[src/rtl/cic_pkg.sv]
// Shared constants and sizing helpers for the CIC decimator and its comb stages.
package cic_pkg;

    localparam int unsigned ORDER_MIN = 1;
    localparam int unsigned ORDER_MAX = 6;
    localparam int unsigned LOG2_MIN  = 1;
    localparam int unsigned SHIFT_W   = 8;

    // Internal width that holds the full CIC gain without loss.
    function automatic int unsigned reg_w(input int unsigned dw_i,
                                          input int unsigned order,
                                          input int unsigned max_log2);
        return dw_i + order * max_log2;
    endfunction

endpackage

[src/rtl/cic_comb_stage.sv]
// One comb (differentiator) stage: y = x - x_delayed, advanced only on a valid token.
module cic_comb_stage
    import cic_pkg::*;
#(
    parameter int unsigned REG_W = reg_w(12, 4, 6)
) (
    input  logic             clk,
    input  logic             arst,
    input  logic             valid_i,
    input  logic [REG_W-1:0] data_i,
    output logic             valid_o,
    output logic [REG_W-1:0] data_o
);

    logic [REG_W-1:0] dly_q;
    logic [REG_W-1:0] diff_q;
    logic [REG_W-1:0] diff_d;
    logic             valid_q;

    assign diff_d = data_i - dly_q;

    always_ff @(posedge clk or posedge arst) begin
        if (arst) begin
            dly_q   <= '0;
            diff_q  <= '0;
            valid_q <= 1'b0;
        end else begin
            valid_q <= valid_i;
            if (valid_i) begin
                diff_q <= diff_d;
                dly_q  <= data_i;
            end
        end
    end

    assign valid_o = valid_q;
    assign data_o  = diff_q;

endmodule

[src/rtl/cic_decimator.sv]
// CIC decimator: ORDER integrators, 2^k decimation, ORDER comb stages, gain normalisation.
// Define CIC_DECIMATOR_ROUND_SAT_EN for round-half-up plus saturation instead of truncate/wrap.
module cic_decimator
    import cic_pkg::*;
#(
    parameter int unsigned DATA_WIDTH_I = 12,
    parameter int unsigned DATA_WIDTH_O = 16,
    parameter int unsigned ORDER        = 4,
    parameter int unsigned MAX_LOG2     = 6,
    parameter int unsigned DEFAULT_LOG2 = 3
) (
    input  logic                            clk,
    input  logic                            arst,
    input  logic                            in_valid,
    input  logic [DATA_WIDTH_I-1:0]         in_data,
    input  logic [$clog2(MAX_LOG2+1)-1:0]   ratio_log2,
    output logic                            out_valid,
    output logic [DATA_WIDTH_O-1:0]         out_data
);

    localparam int unsigned LOG2_W   = $clog2(MAX_LOG2 + 1);
    localparam int unsigned REG_W    = reg_w(DATA_WIDTH_I, ORDER, MAX_LOG2);
    localparam int unsigned CNT_W    = MAX_LOG2;
    localparam int unsigned CW1      = CNT_W + 1;
    localparam int unsigned EXT_W    = REG_W + DATA_WIDTH_O;
    localparam int          GAIN_ADJ = int'(DATA_WIDTH_O) - int'(DATA_WIDTH_I);

    if (ORDER < ORDER_MIN || ORDER > ORDER_MAX || MAX_LOG2 < LOG2_MIN) begin : g_param_check
        $error("cic_decimator: ORDER or MAX_LOG2 outside legal range");
    end

    logic [REG_W-1:0]          integ_q [ORDER];
    logic [REG_W-1:0]          integ_d [ORDER];
    logic [CNT_W-1:0]          cnt_q;
    logic [CNT_W-1:0]          cnt_d;
    logic [CNT_W-1:0]          cnt_last;
    logic [LOG2_W-1:0]         active_q;
    logic [LOG2_W-1:0]         active_d;
    logic [LOG2_W-1:0]         ratio_clamped;
    logic                      frame_end;
    logic signed [SHIFT_W-1:0] shift_now;

    logic                      tok_q;
    logic [REG_W-1:0]          cap_q;
    logic signed [SHIFT_W-1:0] sh_q [ORDER+1];

    logic                      comb_v    [ORDER+1];
    logic [REG_W-1:0]          comb_data [ORDER+1];

    logic signed [EXT_W-1:0]   ext;
    logic                      sh_left;
    logic [SHIFT_W-1:0]        sh_amt;
    logic [DATA_WIDTH_O-1:0]   out_d;
    logic                      out_valid_q;
    logic [DATA_WIDTH_O-1:0]   out_data_q;

    // Integrators, sample counter and frame-boundary exponent latch.
    always_comb begin
        ratio_clamped = ratio_log2;
        if (ratio_log2 < LOG2_W'(LOG2_MIN)) begin
            ratio_clamped = LOG2_W'(LOG2_MIN);
        end else if (ratio_log2 > LOG2_W'(MAX_LOG2)) begin
            ratio_clamped = LOG2_W'(MAX_LOG2);
        end

        cnt_last  = CNT_W'((CW1'(1) << active_q) - CW1'(1));
        frame_end = in_valid && (cnt_q == cnt_last);
        shift_now = SHIFT_W'(int'(ORDER) * int'(active_q) - GAIN_ADJ);

        cnt_d    = cnt_q;
        active_d = active_q;
        integ_d  = integ_q;
        if (in_valid) begin
            cnt_d      = frame_end ? '0 : cnt_q + CNT_W'(1);
            integ_d[0] = integ_q[0] + REG_W'($signed(in_data));
            for (int unsigned k = 1; k < ORDER; k++) begin
                integ_d[k] = integ_q[k] + integ_q[k-1];
            end
        end
        if (frame_end) begin
            active_d = ratio_clamped;
        end
    end

    // The shift amount rides a plain delay line: a token advances exactly one comb stage per cycle.
    always_ff @(posedge clk or posedge arst) begin
        if (arst) begin
            integ_q  <= '{default: '0};
            cnt_q    <= '0;
            active_q <= LOG2_W'(DEFAULT_LOG2);
            tok_q    <= 1'b0;
            cap_q    <= '0;
            sh_q     <= '{default: '0};
        end else begin
            integ_q  <= integ_d;
            cnt_q    <= cnt_d;
            active_q <= active_d;
            tok_q    <= frame_end;
            if (frame_end) begin
                cap_q   <= integ_d[ORDER-1];
                sh_q[0] <= shift_now;
            end
            for (int unsigned k = 1; k <= ORDER; k++) begin
                sh_q[k] <= sh_q[k-1];
            end
        end
    end

    assign comb_v[0]    = tok_q;
    assign comb_data[0] = cap_q;

    for (genvar g = 0; g < ORDER; g++) begin : g_comb
        cic_comb_stage #(
            .REG_W (REG_W)
        ) u_stage (
            .clk     (clk),
            .arst    (arst),
            .valid_i (comb_v[g]),
            .data_i  (comb_data[g]),
            .valid_o (comb_v[g+1]),
            .data_o  (comb_data[g+1])
        );
    end

`ifdef CIC_DECIMATOR_ROUND_SAT_EN
    localparam logic signed [EXT_W-1:0] SAT_MAX =
        {{(EXT_W-DATA_WIDTH_O+1){1'b0}}, {(DATA_WIDTH_O-1){1'b1}}};
    localparam logic signed [EXT_W-1:0] SAT_MIN =
        {{(EXT_W-DATA_WIDTH_O+1){1'b1}}, {(DATA_WIDTH_O-1){1'b0}}};
    logic signed [EXT_W-1:0] shifted;
`endif

    // Gain normalisation of the last comb output.
    always_comb begin
        ext     = EXT_W'($signed(comb_data[ORDER]));
        sh_left = sh_q[ORDER][SHIFT_W-1];
        sh_amt  = sh_left ? SHIFT_W'(-sh_q[ORDER]) : SHIFT_W'(sh_q[ORDER]);
`ifdef CIC_DECIMATOR_ROUND_SAT_EN
        shifted = ext;
        if (!sh_left && (sh_amt != '0)) begin
            shifted = ext + (EXT_W'(1) << (sh_amt - SHIFT_W'(1)));
        end
        shifted = sh_left ? (shifted << sh_amt) : (shifted >>> sh_amt);
        if (shifted > SAT_MAX) begin
            out_d = {1'b0, {(DATA_WIDTH_O-1){1'b1}}};
        end else if (shifted < SAT_MIN) begin
            out_d = {1'b1, {(DATA_WIDTH_O-1){1'b0}}};
        end else begin
            out_d = DATA_WIDTH_O'(shifted);
        end
`else
        out_d = sh_left ? DATA_WIDTH_O'(ext << sh_amt) : DATA_WIDTH_O'(ext >>> sh_amt);
`endif
    end

    always_ff @(posedge clk or posedge arst) begin
        if (arst) begin
            out_valid_q <= 1'b0;
            out_data_q  <= '0;
        end else begin
            out_valid_q <= comb_v[ORDER];
            if (comb_v[ORDER]) begin
                out_data_q <= out_d;
            end
        end
    end

    assign out_valid = out_valid_q;
    assign out_data  = out_data_q;

endmodule

[config.mk]
export PLATFORM = sky130hd
export DESIGN_NAME = cic_decimator
export DESIGN_NICKNAME = d
export VERILOG_FILES = /design/src/rtl/cic_pkg.sv /design/src/rtl/cic_comb_stage.sv /design/src/rtl/cic_decimator.sv
export SDC_FILE = /design/constraint.sdc
export NUM_CORES = 2
export LEC_CHECK = 0
export ABC_AREA = 1
export BUFFER_PORTS_ARGS = -buffer_cell sky130_fd_sc_hd__buf_2
export CELL_PAD_IN_SITES_DETAIL_PLACEMENT = 1
export CELL_PAD_IN_SITES_GLOBAL_PLACEMENT = 1
export CORE_MARGIN = 1
export CORE_UTILIZATION = 51
export CTS_CLUSTER_SIZE = 28
export DETAILED_ROUTE_END_ITERATION = 6
export PLACE_DENSITY_LB_ADDON = 0.1
export SYNTH_ARGS = -nofsm -noshare
export SYNTH_HDL_FRONTEND = slang
export SYNTH_HIERARCHICAL = 1
export SYNTH_SLANG_ARGS = --single-unit
[constraint.sdc]
create_clock -name clk -period 13.61 [get_ports clk]
set_input_delay 2.722 -clock clk [delete_from_list [all_inputs] [get_ports clk]]
set_output_delay 2.722 -clock clk [all_outputs]
set_load 0.05 [all_outputs]
==> impl_metrics.env <==
export IMPL_status="complete, no violations"
export IMPL_clock_fmax_ghz=0.2200
export IMPL_synth_cell_types=49
export IMPL_synth_edff_count=0
export IMPL_path_cells="buf_2 -> ha_1 -> nand2_1 -> nor2_1 -> nor3b_1 -> nand4_1 -> nand3_1 -> nand2_1 -> nand2_1 -> nand2_1 -> nand3_1 -> nand2_1"
export IMPL_yosys_area_share_simple_pct=32.41
export IMPL_synthXorXnorAreaFrac_pct=3.118
export IMPL_post_route_drc_count=0
export IMPL_cp_start_kind="primary input"
export IMPL_wl_per_cell_um=19.77
export IMPL_holdWs_ns=0.3506
export IMPL_grt_start_max_net_pins=88
export IMPL_drive_gt1_share_pct=4.639
export IMPL_drt_initial_drc_count=2441
export IMPL_clock_sinks=519
export IMPL_yosys_top_cells_area="dfrtp_1, nand2_1, ha_1"
export IMPL_synth_area_um2=39330
export IMPL_floorplan_initialDensity_pct=51.70
export IMPL_synth_top_family_by_area="simple AND/OR/NAND/NOR gates"
export IMPL_cts_tree="yes"
export IMPL_crit_path_end="integ_q[137]$_DFFE_PP0P_"
export IMPL_r2r_start="sh_q[2]$_DFF_PP0_"
export IMPL_critPathCaptureType="flip-flop"
export IMPL_cts_buffer_depth=3
export IMPL_seq_area_frac_synth_pct=33.03
export IMPL_cts_root_buf="clkbuf_16"
export IMPL_io_buffers=34
export IMPL_area_growth_pct=7.877
export IMPL_startpoint="in_data[11]"
export IMPL_cpMaxStageDelayCell="buf_2"
export IMPL_grt_use_total_pct=35.26
export IMPL_clock_latency_ns=0.65
export IMPL_cts_resized=0
export IMPL_yosysMostFrequentCell="nand2_1"
export IMPL_worstPathMaxFanout=25
export IMPL_syn_nets=6224
export IMPL_utilization_pct=55.77
export IMPL_gp_congestion=0.9347
export IMPL_num_rows=101
export IMPL_synth_top_cell_area_share_pct=32.90
export IMPL_numCtsBuffers=59
export IMPL_vias_per_cell=5.608
export IMPL_maxSlewViolCount=0
export IMPL_reg2reg_depth=10
export IMPL_min_path_type="flip-flop to flip-flop"
export IMPL_holdBufCountCts=0
export IMPL_htreeDepth=2
export IMPL_cp_arrival_ns=5.06
export IMPL_grt_pass1_vias=40830
export IMPL_synth_compound_area_share_pct=13.17
export IMPL_synth_mux_area_share_pct=0.05090
export IMPL_drv_cap=0
export IMPL_ys_ff_latch=519
export IMPL_regToRegEndpoint="out_data[11]$_DFFE_PP0P_"
export IMPL_rsz0062_at_grt="no"
export IMPL_fp_dieArea_um2=78230
export IMPL_antenna_cells=0
export IMPL_dr_pass1_iters=6
export IMPL_grt_pass1_wl_um=220400
export IMPL_ant_nets=0
export IMPL_worstMarginPinSlew_ns=1.130
export IMPL_antenna_found_initial=2
export IMPL_post_route_period_util_pct=33.40
export IMPL_cts_clk_slew_worst_paths_ns=0.06
export IMPL_synth_common_cells="nand2_1, inv_1, dfrtp_1, nor2_1, o21ai_0"
export IMPL_period_needed_ns=4.545
export IMPL_setup_viol=0
export IMPL_maxSlewHeadroom_pct=24.66
export IMPL_drt_total_wl_um=138000
export IMPL_die_w_um=279.7
export IMPL_core_um2=76080
export IMPL_gr_total_overflow=0
export IMPL_worstPathRequired_ns=14.12
export IMPL_postCtsSetupBuffers=0
export IMPL_num_vias=39140
export IMPL_synth_async_reset_ratio_pct=100.0
export IMPL_tns_ns=0
export IMPL_synthCells=5913
export IMPL_finClkSkew_ns=0.03026
export IMPL_yosys_area_top_type="dfrtp_1"
export IMPL_hold_viol_final=0
export IMPL_finalNetCount=6214
export IMPL_die_h_um=279.7
export IMPL_syn_area_per_cell_um2=6.651
export IMPL_critical_path_class="primary input to flip-flop"
export IMPL_yosysWarnings=6
export IMPL_dominantRegCellSynth="dfrtp_1"
export IMPL_hpwl_um=108300
export IMPL_io_pins=35
export IMPL_regToRegSetupSlack_ns=9.25
export IMPL_synthAdderAreaFrac_pct=9.474
export IMPL_crit_top_cell="nand2_1"
export IMPL_critPathMaxStageDelay_ns=0.46
## worst min-delay path by stage
stage                    endpoint  slack [ns]               start  cells past startpoint
6_report        sh_q[2]$_DFF_PP0_        0.35  sh_q[10]$_DFF_PP0_                      0
5_1_grt         sh_q[5]$_DFF_PP0_        0.36  sh_q[13]$_DFF_PP0_                      0
4_1_cts         sh_q[2]$_DFF_PP0_        0.36  sh_q[10]$_DFF_PP0_                      0
3_5_place_dp    sh_q[4]$_DFF_PP0_        0.34  sh_q[12]$_DFF_PP0_                      0
3_3_place_gp   sh_q[19]$_DFF_PP0_        0.33  sh_q[27]$_DFF_PP0_                      0
2_1_floorplan  sh_q[10]$_DFF_PP0_        0.33  sh_q[18]$_DFF_PP0_                      0
## cell type report
class | instances | area (um^2)
Tap cell | 1030 | 1289
Clock inverter | 29 | 362.8
Fill cell | 10360 | 33650
Multi-Input combinational cell | 4496 | 22900
Clock buffer | 78 | 1648
Sequential cell | 519 | 13000
Inverter | 774 | 2919
Timing Repair Buffer | 53 | 315.3
## metrics by stage
step	area, um^2	instances	setup WS [ns]
6_report	42430	6979	9.065
3_5_place_dp	40420	6872	8.452
2_1_floorplan	39330	5913	4.672
5_1_grt	42430	6979	8.880
4_1_cts	42430	6979	9.085
3_3_place_gp	40420	6872	8.452
## logic make-up (layout without fill, tap and decap cells)
logic type | after synthesis | after routing
AND/OR/NAND/NOR | 3083 | 3083
flip-flops | 519 | 519
buffers and inverters | 898 | 934
AO/OA/AOI/OAI | 978 | 978
XOR/XNOR | 140 | 140
adder cells (fa/ha/maj) | 293 | 293
multiplexers | 2 | 2
## metal layers
metal,wire (um),track usage (%),vias up
met5,0,0,-
met1,57840,42.40,19220
met2,70290,64.49,683
met3,4110,3.219,288
li1,-,-,18950
met4,5755,13.93,0
## layout by cell type, fill, tap and decap left out, types with 7 or more instances in the layout
| cell | count |
|---|---|
| a21oi_1 | 339 |
| a31oi_1 | 48 |
| and2_1 | 14 |
| buf_2 | 33 |
| buf_4 | 20 |
| clkbuf_1 | 9 |
| clkbuf_16 | 59 |
| clkbuf_8 | 10 |
| clkinv_2 | 9 |
| dfrtp_1 | 513 |
| fa_1 | 8 |
| ha_1 | 285 |
| inv_1 | 759 |
| inv_2 | 10 |
| nand2_1 | 1978 |
| nand2_2 | 28 |
| nand3_1 | 344 |
| nand3_2 | 13 |
| nand3b_1 | 31 |
| nand4_1 | 39 |
| nor2_1 | 499 |
| nor2_2 | 14 |
| nor3_1 | 53 |
| nor4_1 | 11 |
| o211ai_1 | 13 |
| o21a_1 | 12 |
| o21ai_0 | 478 |
| o21ai_1 | 31 |
| o21bai_1 | 34 |
| o221ai_1 | 7 |
| or2_2 | 38 |
| xnor2_1 | 100 |
| xor2_1 | 40 |
## worst max-delay path, delay by kind of cell
kind | cells | cell delay [ns]
buffers and inverters | 1 | 0.46
and+or+nand+nor | 10 | 1.54
adders and majority gates | 1 | 0.31
## state kept, by name, indices dropped and copies added (netlist names)
signal and flops:
sh_q 20, cap_q 36, g_comb.u_stage/valid_o 4, integ_q 144, active_q 3, tok_q 1, g_comb.u_stage/data_o 144, g_comb.u_stage/dly_q 144
out_data 16, out_valid 1, cnt_q 6
Power is not shown: default switching activity piles up to over one toggle a cycle in this logic, so the estimate is an artifact.
